## src/rtl/power_sense_pkg.sv

```systemverilog
// Shared definitions for the power-sense input conditioner: register map and
// per-channel debounce states.
package power_sense_pkg;

  localparam logic [1:0] REG_STATE  = 2'd0;
  localparam logic [1:0] REG_EDGE   = 2'd1;
  localparam logic [1:0] REG_MASK   = 2'd2;
  localparam logic [1:0] REG_THRESH = 2'd3;

  typedef enum logic {
    ST_STABLE = 1'b0,
    ST_VERIFY = 1'b1
  } ch_state_e;

endpackage

```

## src/rtl/power_sense_debounce_ch.sv

```systemverilog
// One sense channel: synchronizer chain followed by a STABLE/VERIFY debounce
// FSM that toggles its level only after the new value has held long enough.
module power_sense_debounce_ch
  import power_sense_pkg::*;
#(
  parameter int SYNC_STAGES = 2,
  parameter int CNT_WIDTH   = 16
) (
  input  logic                 clk,
  input  logic                 reset_n,
  input  logic                 raw_i,
  input  logic [CNT_WIDTH-1:0] thresh_i,
  output logic                 level_o,
  output logic                 changed_o
);

  logic [SYNC_STAGES-1:0] sync_q;
  ch_state_e              state_q;
  logic [CNT_WIDTH-1:0]   count_q;
  logic                   level_q;

  logic                   synced;
  logic [CNT_WIDTH-1:0]   effThresh;
  logic [CNT_WIDTH:0]     countNext;
  logic                   toggleNow;

  always_ff @(posedge clk or negedge reset_n) begin
    if (!reset_n) begin
      sync_q <= '0;
    end else begin
      sync_q <= {sync_q[SYNC_STAGES-2:0], raw_i};
    end
  end

  assign synced    = sync_q[SYNC_STAGES-1];
  assign effThresh = (thresh_i == '0) ? CNT_WIDTH'(1) : thresh_i;
  // Extra bit keeps the compare correct even when count+1 wraps the counter width.
  assign countNext = {1'b0, count_q} + (CNT_WIDTH+1)'(1);
  assign toggleNow = (state_q == ST_VERIFY) && (synced != level_q) &&
                     (countNext >= {1'b0, effThresh});

  always_ff @(posedge clk or negedge reset_n) begin
    if (!reset_n) begin
      state_q <= ST_STABLE;
      count_q <= '0;
      level_q <= 1'b0;
    end else begin
      case (state_q)
        ST_STABLE: begin
          if (synced != level_q) begin
            state_q <= ST_VERIFY;
            count_q <= '0;
          end
        end
        ST_VERIFY: begin
          if (synced == level_q) begin
            state_q <= ST_STABLE;
          end else if (toggleNow) begin
            level_q <= ~level_q;
            state_q <= ST_STABLE;
          end else begin
            count_q <= countNext[CNT_WIDTH-1:0];
          end
        end
        default: state_q <= ST_STABLE;
      endcase
    end
  end

  assign level_o   = level_q;
  // Asserted in the cycle before the level flips so the edge capture lands on the same edge.
  assign changed_o = toggleNow;

endmodule

```

## src/rtl/power_sense_filter.sv

```systemverilog
// Debounced power-sense front end for the POWER_SENSE PIO, with an Avalon-MM
// slave exposing levels, change capture, irq mask and debounce threshold.
module power_sense_filter
  import power_sense_pkg::*;
#(
  parameter int                   WIDTH            = 6,
  parameter int                   SYNC_STAGES      = 2,
  parameter int                   CNT_WIDTH        = 16,
  parameter logic [CNT_WIDTH-1:0] DEFAULT_DEBOUNCE = 16'd5000
) (
  input  logic             clk,
  input  logic             reset_n,
  input  logic [WIDTH-1:0] sense_raw,
  input  logic [1:0]       address,
  input  logic             write,
  input  logic [31:0]      writedata,
  output logic [31:0]      readdata,
  output logic [WIDTH-1:0] sense_out,
  output logic             irq
);

  logic [WIDTH-1:0]     levelVec;
  logic [WIDTH-1:0]     changedVec;
  logic [WIDTH-1:0]     edgeCap_q;
  logic [WIDTH-1:0]     edgeCap_d;
  logic [WIDTH-1:0]     edgeClear;
  logic [WIDTH-1:0]     mask_q;
  logic [CNT_WIDTH-1:0] thresh_q;
  logic [31:0]          readData_q;
  logic [31:0]          readData_d;
  logic                 irq_q;
  logic                 unusedWriteBits;

  for (genvar i = 0; i < WIDTH; i++) begin : gChannel
    power_sense_debounce_ch #(
      .SYNC_STAGES (SYNC_STAGES),
      .CNT_WIDTH   (CNT_WIDTH)
    ) uChannel (
      .clk       (clk),
      .reset_n   (reset_n),
      .raw_i     (sense_raw[i]),
      .thresh_i  (thresh_q),
      .level_o   (levelVec[i]),
      .changed_o (changedVec[i])
    );
  end

  // A new change event outranks a simultaneous write-1-to-clear of the same bit.
  assign edgeClear = (write && address == REG_EDGE) ? writedata[WIDTH-1:0] : '0;
  assign edgeCap_d = (edgeCap_q & ~edgeClear) | changedVec;

  always_comb begin
    readData_d = '0;
    case (address)
      REG_STATE:  readData_d[WIDTH-1:0]     = levelVec;
      REG_EDGE:   readData_d[WIDTH-1:0]     = edgeCap_q;
      REG_MASK:   readData_d[WIDTH-1:0]     = mask_q;
      REG_THRESH: readData_d[CNT_WIDTH-1:0] = thresh_q;
      default:    readData_d                = '0;
    endcase
  end

  always_ff @(posedge clk or negedge reset_n) begin
    if (!reset_n) begin
      edgeCap_q  <= '0;
      mask_q     <= '0;
      thresh_q   <= DEFAULT_DEBOUNCE;
      readData_q <= '0;
      irq_q      <= 1'b0;
    end else begin
      edgeCap_q  <= edgeCap_d;
      readData_q <= readData_d;
      irq_q      <= |(edgeCap_q & mask_q);
      if (write && address == REG_MASK) begin
        mask_q <= writedata[WIDTH-1:0];
      end
      if (write && address == REG_THRESH) begin
        thresh_q <= writedata[CNT_WIDTH-1:0];
      end
    end
  end

  assign unusedWriteBits = ^writedata;

  assign sense_out = levelVec;
  assign readdata  = readData_q;
  assign irq       = irq_q;

endmodule

```

## config.mk

```make
export PLATFORM = sky130hd
export DESIGN_NAME = power_sense_filter
export DESIGN_NICKNAME = d
export VERILOG_FILES = /design/src/rtl/power_sense_pkg.sv /design/src/rtl/power_sense_debounce_ch.sv /design/src/rtl/power_sense_filter.sv
export SDC_FILE = /design/constraint.sdc
export NUM_CORES = 1
export LEC_CHECK = 0
export ABC_CLOCK_PERIOD_IN_PS = 3800
export CAP_MARGIN = 30
export CORE_MARGIN = 5
export CORE_UTILIZATION = 50
export CTS_BUF_LIST = sky130_fd_sc_hd__clkbuf_2 sky130_fd_sc_hd__clkbuf_4 sky130_fd_sc_hd__clkbuf_8
export DETAILED_ROUTE_END_ITERATION = 12
export DONT_BUFFER_PORTS = 1
export PLACE_DENSITY_LB_ADDON = 0.3
export SLEW_MARGIN = 20
export SYNTH_ARGS = -nofsm -noshare
export SYNTH_HDL_FRONTEND = slang
export SYNTH_SLANG_ARGS = --single-unit
```

## constraint.sdc

```tcl
create_clock -name clk -period 3.8 [get_ports clk]
set_input_delay 0.38 -clock clk [delete_from_list [all_inputs] [get_ports clk]]
set_output_delay 0.38 -clock clk [all_outputs]
set_load 0.05 [all_outputs]
```

==> qor.yml, run 1 <==
ff2ff_setup_slack_ns: 0.25
status: "finished, violations left"
die_y_um: 157
arrival_ns: 3.90
drt-initial-drc-count: 483
drtAntennaViolNets: 0
io_buffers: 0
intPower_mw: 2.93
grt_start_max_net_pins: 166
fillers: 1941
max-cap-violations: 0
cts_sinks: 165
grt_pass1_wl_um: 43400
grt_pass1_vias: 8157
critPathKind: "flip-flop to flip-flop"
grt_antenna_before_repair: 0
postCtsHoldBufs: 6
wl_met1_um: 12300
final_cell_mix: "dfrtp_1, nand2_1, ha_1, nand3_1, xnor2_1"
worstMarginPinSlew_ns: 0.951
crit_required_ns: 4.14
hpwl_um: 19000
drive_gt1_share_pct: 11.2
synthXorXnorAreaFrac_pct: 7.34
p_leak_nw: 5.57
post-route-cell-area_sq_mm: 0.0117
violations: "negative hold slack"
syn_to_final_growth_pct: 7.48
hp-class: "primary input to async pin"
wl_met2_um: 12700
initial_core_util_pct: 50.2
rsz0062_at_grt: "no"
grt_usage_pct: 22.2
hold_violations: 165
finalCritPeriodShare_pct: 93.5
powerDensity_mw_per_mm2: 405
r2r-start: "gChannel[2].uChannel.count_q[0]"
clk_latency_ns: 0.48
first_pass_iters: 5
synth-seq-cells: 165
finalMaxSlewViolations: 0
netSwitchingFraction_pct: 38.0
place_area_sq_mm: 0.0111
relSlewSlack_pct: 36.1
vias: 8466
root_buffer: "clkbuf_8"
whs_ns: -0.409
seq_area_sq_mm: 0.00414
path_clk_slew_ns: 0.11
finalSetupViolCount: 0
post_cts_buffers: 0
synth-simple-area-share_pct: 17.3
rr_worst_depth: 13
start_kind: "flip-flop"
drcViolationCount: 0
p_sw_mw: 1.79
finClkSkew_ns: 0.0212
gr-total-overflow: 0
die_area_sq_mm: 0.0248
htreeDepth: 4
wl_um: 27000
row_count: 54
cts_tree: "done"
fin_tns_setup_ns: 0
instances_no_fill: 1414
power.share.sequential_pct: 47.1
combPwrFrac_pct: 23.4
ys_warn_count: 0
synth_ff_type: "dfrtp_1"
tritoncts.num_buffers: 17
post_synth.cell_area_avg_sq_um: 9.75
n_antenna_cell: 0
dpl.cell_count: 1376
synth_area_sq_mm: 0.0109
top_layer: "met4"
async_reset_ff_share_pct: 100
synth.area.mux_share_pct: 4.52
ir_drop_mv: 0.264
max_freq_mhz: 281
via_per_inst: 5.99
crit_path_max_fanout: 13
dr_wl_met3_um: 1260
gp_congestion: 0.863
synth-adder-area-share_pct: 11.8
multi_input_area_sq_mm: 0.00632
crit_path_end_kind: "flip-flop"
finalNetCount: 1266
num_io_pins: 82
coreArea_sq_mm: 0.0216
period_needed_ns: 3.55
yosysSeqAreaShare_pct: 38.1
power_mw: 4.72
synth_compound_area_share_pct: 16.6
p_clk_share_pct: 29.5
syn_inst: 1113
yosysUniqueCellTypes: 71
fp.dieW_um: 157
synth_top_family_by_area: "simple AND/OR/NAND/NOR gates"
synth-edff-count: 0
rr_endpoint: "gChannel[2].uChannel.count_q[3]"
clockBufferDepth: 2
wire_per_inst_um: 19.1
layout_commonest_cell: "dfrtp_1"
## sequential cells by signal, indices dropped and copies added (netlist names)
register / count
edgeCap_q: 6
gChannel.uChannel.count_q: 96
gChannel.uChannel.level_o: 6
gChannel.uChannel.state_q: 6
gChannel.uChannel.sync_q: 12
irq: 1
mask_q: 6
readdata: 16
thresh_q: 16
## critical path, cell delays in order (launching register included)
cell and delay (ns):
dfrtp_1 0.46, ha_1 0.24, nand3_1 0.16, buf_4 0.21, or3_1 0.37, xnor2_1 0.16, ha_1 0.31, a211oi_1 0.25
o21bai_1 0.11, o21bai_1 0.15, o211ai_2 0.29, buf_4 0.26, o311ai_0 0.32, o31ai_1 0.13
## metal layers
layer | global-route usage [%] | vias up
li1 | - | 4116
met1 | 30.8 | 4137
met2 | 34.9 | 168
met3 | 4.34 | 45
met4 | 7.58 | 0
met5 | 0 | -
## cells by family (layout without fill, tap and decap cells)
family	count (synthesis)	after routing
simple gates	365	365
other cells	1	16
buf+inv	101	107
flops	165	165
compound gates	250	250
mux	38	38
fa+ha+maj	102	102
xor+xnor	91	91
## stage by stage
stage | util (%) | setup WS [ns]
floorplan | - | 0.427
CTS | 53.9 | 0.205
finish | 54.0 | 0.247
detailed placement | 51.6 | 0.250
global placement | 51.6 | 0.303
global route | 54.0 | 0.00391
## timing repair
item	4_1_cts	5_1_grt
endpoints found under the hold margin	171	165
endpoints found under the setup margin	0	31
resized for setup	0	7
## power by group through the flow
stage               clock [mW]  combinational [mW]  sequential [mW]
detailed placement           0                1.08             2.26
CTS                       1.42                1.10             2.22
global placement             0                1.06             2.25
finish                    1.39                1.11             2.22
floorplan                    0               0.841             2.15
global route              1.50                1.24             2.25
## layout make-up
class / instances / area share [%]
multi-input cells: 862 / 54.2
flip-flops and latches: 165 / 35.4
well taps: 280 / 3.00
repair buffers: 33 / 2.25
clock buffers: 17 / 2.01
clock inverters: 15 / 1.75
inverters: 42 / 1.35
## cell usage after synthesis (24+ instances only)
master,number,area (sq um)
ha_1,102,1280
and3_1,30,188
mux2_2,28,315
nand3_1,72,360
nor2_1,37,139
dfrtp_1,160,4000
xnor2_1,55,482
o21ai_0,40,200
a21oi_1,38,190
nand4_1,24,150
clkbuf_1,29,109
nand2_1,119,447
xor2_1,36,315
inv_1,41,154
o31ai_1,32,240
## how the worst max path moves through the flow
stage / from / endpoint
6_report: gChannel[2].uChannel.count_q[0] / gChannel[2].uChannel.count_q[3]
5_1_grt: gChannel[1].uChannel.count_q[2] / gChannel[1].uChannel.count_q[15]
4_1_cts: gChannel[4].uChannel.count_q[0] / gChannel[4].uChannel.count_q[7]
3_5_place_dp: gChannel[4].uChannel.count_q[0] / gChannel[4].uChannel.count_q[7]
3_3_place_gp: thresh_q[14] / gChannel[5].uChannel.count_q[15]
2_1_floorplan: gChannel[2].uChannel.count_q[0] / gChannel[2].uChannel.count_q[4]
Note: power is estimated with default switching activity, not from simulation.
==> run 2, diff against run 1 <==
- REMOVE_ABC_BUFFERS: not set -> 1
==> run 2 against run 1 <==
The flow still finishes with violations (negative hold slack). Maximum frequency is 0.64% lower. Non-clock buffer count increased by 6. Critical endpoint is now gChannel[1].uChannel.count_q[15]. Register-to-register slack worse by 0.02 ns. Clock skew down 0.0063 ns. Highest routed layer is now met5. Die area unchanged. Core utilization is 0.36 points higher. Final area grew 0.67%. Power is 1.8% higher. Largest cell class unchanged.
==> qor.yml, run 2 (synthesized netlist as in run 1, its figures left out) <==
place_ws_ns: 0.194
r2r-start: "gChannel[1].uChannel.count_q[2]"
powerDensity_mw_per_mm2: 409
finalNetCount: 1272
drive_gt1_share_pct: 11.4
root_buffer: "clkbuf_8"
grt_start_max_net_pins: 166
die_y_um: 157
gr-total-overflow: 0
grt_use_met2_pct: 35.7
drt-initial-drc-count: 598
critPathKind: "flip-flop to flip-flop"
clockBufferDepth: 2
grt_busiest_layer: "met2"
grt_usage_pct: 22.4
grt_pass1_wl_um: 43500
grt_antenna_before_repair: 1
drtAntennaViolNets: 0
tritoncts.num_buffers: 17
max_freq_mhz: 280
gp_congestion: 0.842
row_count: 54
final_cell_mix: "dfrtp_1, nand2_1, ha_1, nand3_1, xnor2_1"
cts_sinks: 165
wire_per_inst_um: 19.0
layout_commonest_cell: "dfrtp_1"
fillers: 1945
largest_reg_flops: 96
crit_path_max_fanout: 10
ff2ff_setup_slack_ns: 0.22
ir_drop_mv: 0.261
fp.dieW_um: 157
num_io_pins: 82
via_per_inst: 6.03
hold_violations: 165
hpwl_um: 19000
syn_to_final_growth_pct: 8.19
finalSetupViolCount: 0
violations: "negative hold slack"
n_antenna_cell: 0
rr_worst_depth: 12
rsz0062_at_grt: "no"
period_needed_ns: 3.58
initial_core_util_pct: 50.2
postCtsHoldBufs: 6
worstMarginPinSlew_ns: 0.893
io_buffers: 0
vias: 8569
cts_tree: "done"
crit_path_end_kind: "flip-flop"
wl_um: 26900
grt_pass1_vias: 8283
htreeDepth: 4
finClkSkew_ns: 0.0149
drcViolationCount: 0
status: "finished, violations left"
grt_use_met1_pct: 30.2
hp-class: "primary input to async pin"
coreArea_sq_mm: 0.0216
worst_slack_ns: 0.224
relSlewSlack_pct: 40.3
finalCritPeriodShare_pct: 94.1
finalMaxSlewViolations: 0
arrival_ns: 3.99
whs_ns: -0.404
met3_usage_pct: 5.36
clk_latency_ns: 0.47
path_clk_slew_ns: 0.09
largest-register: "gChannel.uChannel.count_q"
start_kind: "flip-flop"
first_pass_iters: 5
max-cap-violations: 0
rr_endpoint: "gChannel[1].uChannel.count_q[15]"
p_leak_nw: 5.63
die_area_sq_mm: 0.0248
crit_required_ns: 4.21
[run 2: changes by cell type in the layout (fill, tap and decap cells not counted), moves of 3 or more]
cell,delta
clkbuf_8,+4
bufinv_16,+3
buf_4,+5
clkinv_8,-5
inv_8,-6
clkbuf_4,+3
[run 2: metrics by stage]
step                total power, mW  utilization [%]  instance area (sq um)  std cells  TNS (ns)
finish                         4.81             54.3                  11700       1420         0
global route                   5.06             54.3                  11700       1420         0
CTS                            4.82             54.2                  11700       1420         0
detailed placement             3.34             51.8                  11200       1382         0
global placement               3.30             51.8                  11200       1382         0
floorplan                      2.95                -                  10600       1069    -0.169
[run 2: worst max path at each step]
stage	slack (ns)	cells past startpoint	from	end
3_5_place_dp	0.19	13	gChannel[2].uChannel.count_q[1]	gChannel[2].uChannel.count_q[14]
4_1_cts	0.14	13	gChannel[2].uChannel.count_q[1]	gChannel[2].uChannel.count_q[2]
5_1_grt	0.0007	15	gChannel[0].uChannel.count_q[0]	gChannel[0].uChannel.count_q[7]
6_report	0.22	12	gChannel[1].uChannel.count_q[2]	gChannel[1].uChannel.count_q[15]
2_1_floorplan	-0.17	13	gChannel[5].uChannel.count_q[5]	gChannel[5].uChannel.count_q[11]
3_3_place_gp	0.26	12	gChannel[1].uChannel.count_q[2]	gChannel[1].uChannel.count_q[12]
[run 2: what timing repair did]
item                                    4_1_cts  5_1_grt
buffers inserted                              0        0
endpoints found under the hold margin       171      165
resized for setup                             0        4
endpoints found under the setup margin        0       18
[run 2: metal layers]
layer,vias to the layer above,share of wire [%]
met4,2,2.3
met2,221,46
li1,4123,-
met5,-,0.048
met3,43,6.2
met1,4180,45
[run 2: worst max-delay path, cell delays in order, from the launching register on]
cell and delay [ns]:
dfrtp_1 0.46, and4_4 0.29, nand4_4 0.16, nor2_2 0.29, and3_1 0.25, xor2_1 0.17, ha_1 0.27, a21o_1 0.16
a21o_1 0.19, a2111oi_4 0.53, nand2_4 0.15, or4_1 0.52, nand3_1 0.09
[run 2: final cells by class]
cell class                      count  area (sq um)  area share [%]
Multi-Input combinational cell    862          6330            53.9
Inverter                           42           158            1.34
Clock buffer                       24           312            2.65
Clock inverter                      8           145            1.24
Timing Repair Buffer               39           320            2.73
Tap cell                          280           350            2.98
Sequential cell                   165          4140            35.2
[run 2: power by group]
| group | internal (mW) | switching [mW] |
|---|---|---|
| logic | 0.448 | 0.677 |
| registers | 1.91 | 0.289 |
| clock network | 0.807 | 0.675 |
==> run 3, diff against run 2 <==
- CORE_UTILIZATION: 50 -> 65
==> run 3 against run 2 <==
The flow still finishes with violations (negative hold slack). Global-route usage rose by 5.8 points. Critical path depth increased by 2. Core utilization up 16 points. First-iteration DRC count grew 32%. Die area shrank 22%. Clock-buffer cell count shrank 6. Critical path type unchanged. Critical endpoint is now gChannel[2].uChannel.count_q[15]. Largest power group unchanged. Highest routed layer is now met4.
==> qor.yml, run 3 (synthesized netlist as in run 1, its figures left out) <==
ir_drop_mv: 0.407
fp.dieW_um: 139
largest-register: "gChannel.uChannel.count_q"
critPathTopFamily: "simple AND/OR/NAND/NOR gates"
n_antenna_cell: 0
grt_antenna_before_repair: 0
layout_commonest_cell: "dfrtp_1"
syn_to_final_growth_pct: 6.58
finalMaxSlewViolations: 0
whs_ns: -0.389
wl_um: 27300
gr-total-overflow: 0
period_needed_ns: 3.61
powerDensity_mw_per_mm2: 400
cts_sinks: 165
finalNetCount: 1271
r2r-start: "gChannel[2].uChannel.count_q[0]"
postCtsHoldBufs: 6
coreArea_sq_mm: 0.0165
grt_usage_pct: 28.2
grt_pass1_wl_um: 44200
drive_gt1_share_pct: 11.2
drtAntennaViolNets: 0
finalCritPeriodShare_pct: 95.0
htreeDepth: 4
vias: 8818
max-cap-violations: 0
worstMarginPinSlew_ns: 0.651
wire_per_inst_um: 20.1
hold_violations: 165
grt_pass1_vias: 8591
max_freq_mhz: 277
critPathKind: "flip-flop to flip-flop"
crit_path_max_fanout: 12
clk_latency_ns: 0.46
hp-class: "primary input to async pin"
cts_tree: "done"
root_buffer: "clkbuf_8"
start_kind: "flip-flop"
critPathMaxStageDelay_ns: 0.46
worst-path-buf-inv: 2
finClkSkew_ns: 0.0120
tritoncts.num_buffers: 17
finalSetupViolCount: 0
drcViolationCount: 0
cp_slowest_cell: "or4_1"
drt-initial-drc-count: 791
largest_reg_flops: 96
crit_path_end_kind: "flip-flop"
via_per_inst: 6.49
io_buffers: 0
grt_start_max_net_pins: 166
die_y_um: 139
post_cts_buffers: 0
row_count: 47
hpwl_um: 19200
p_leak_nw: 5.56
first_pass_iters: 7
path_clk_slew_ns: 0.09
power_mw: 4.62
gp_congestion: 0.932
rsz0062_at_grt: "no"
clockBufferDepth: 2
violations: "negative hold slack"
arrival_ns: 4.01
final_cell_mix: "dfrtp_1, nand2_1, ha_1, nand3_1, xnor2_1"
ff2ff_setup_slack_ns: 0.19
crit_required_ns: 4.20
cp_cell_sequence: "ha_1 -> nand3_1 -> buf_4 -> or3_1 -> xnor2_1 -> ha_1 -> a211oi_1 -> o21bai_1 -> o21bai_1 -> o211ai_2 -> buf_4 -> or4_1 -> nand2_1 -> a22o_1"
die_area_sq_mm: 0.0194
initial_core_util_pct: 65.9
num_io_pins: 82
status: "finished, violations left"
relSlewSlack_pct: 56.5
fin_tns_setup_ns: 0
crit_path_start: "gChannel[2].uChannel.count_q[0]"
-- run 3: through the flow --
step,hold WS [ns],instances,util [%],area [sq um],setup slack (ns)
after global routing,-0.423,1358,70.3,11600,0.00999
after floorplan,0.0844,1069,-,10600,-0.169
final,-0.389,1358,70.3,11600,0.192
after global placement,0.0900,1319,67.4,11100,0.325
after CTS,-0.411,1357,70.2,11600,0.0938
after detailed placement,0.0893,1320,67.5,11100,0.212
-- run 3: path summary, 6_finish.rpt --
path	end	cells after the start
worst min-delay path	mask_q[4]	0
min in group clk	thresh_q[11]	1
worst max-delay path	gChannel[2].uChannel.count_q[15]	14
max in group asynchronous	thresh_q[7]	0
worst min register to register	gChannel[0].uChannel.sync_q[1]	0
worst max register to register	gChannel[2].uChannel.count_q[15]	14
-- run 3: power by group --
part | internal [mW] | total [mW] | leakage, nW | switching (mW)
sequential | 1.91 | 2.23 | 2.18 | 0.316
clock | 0.593 | 1.26 | 0.186 | 0.668
combinational | 0.450 | 1.13 | 3.20 | 0.684
-- run 3: per-layer routing --
layer,track usage (%),wire length [um]
met5,0,0
met4,9.94,934
met3,6.31,1910
met2,43.9,12500
met1,39.2,11900
-- run 3: what timing repair did --
action,4_1_cts,5_1_grt
gates resized for setup,0,6
endpoints found under the setup margin,0,17
endpoints found under the hold margin,171,165
-- run 3: layout make-up --
class	instances	area [sq um]
clock buffer	18	248
clock inverter	13	133
fill	1236	4890
inverter	42	158
multi-input combinational	862	6320
sequential	165	4140
tap	220	275
timing repair buffer	38	305
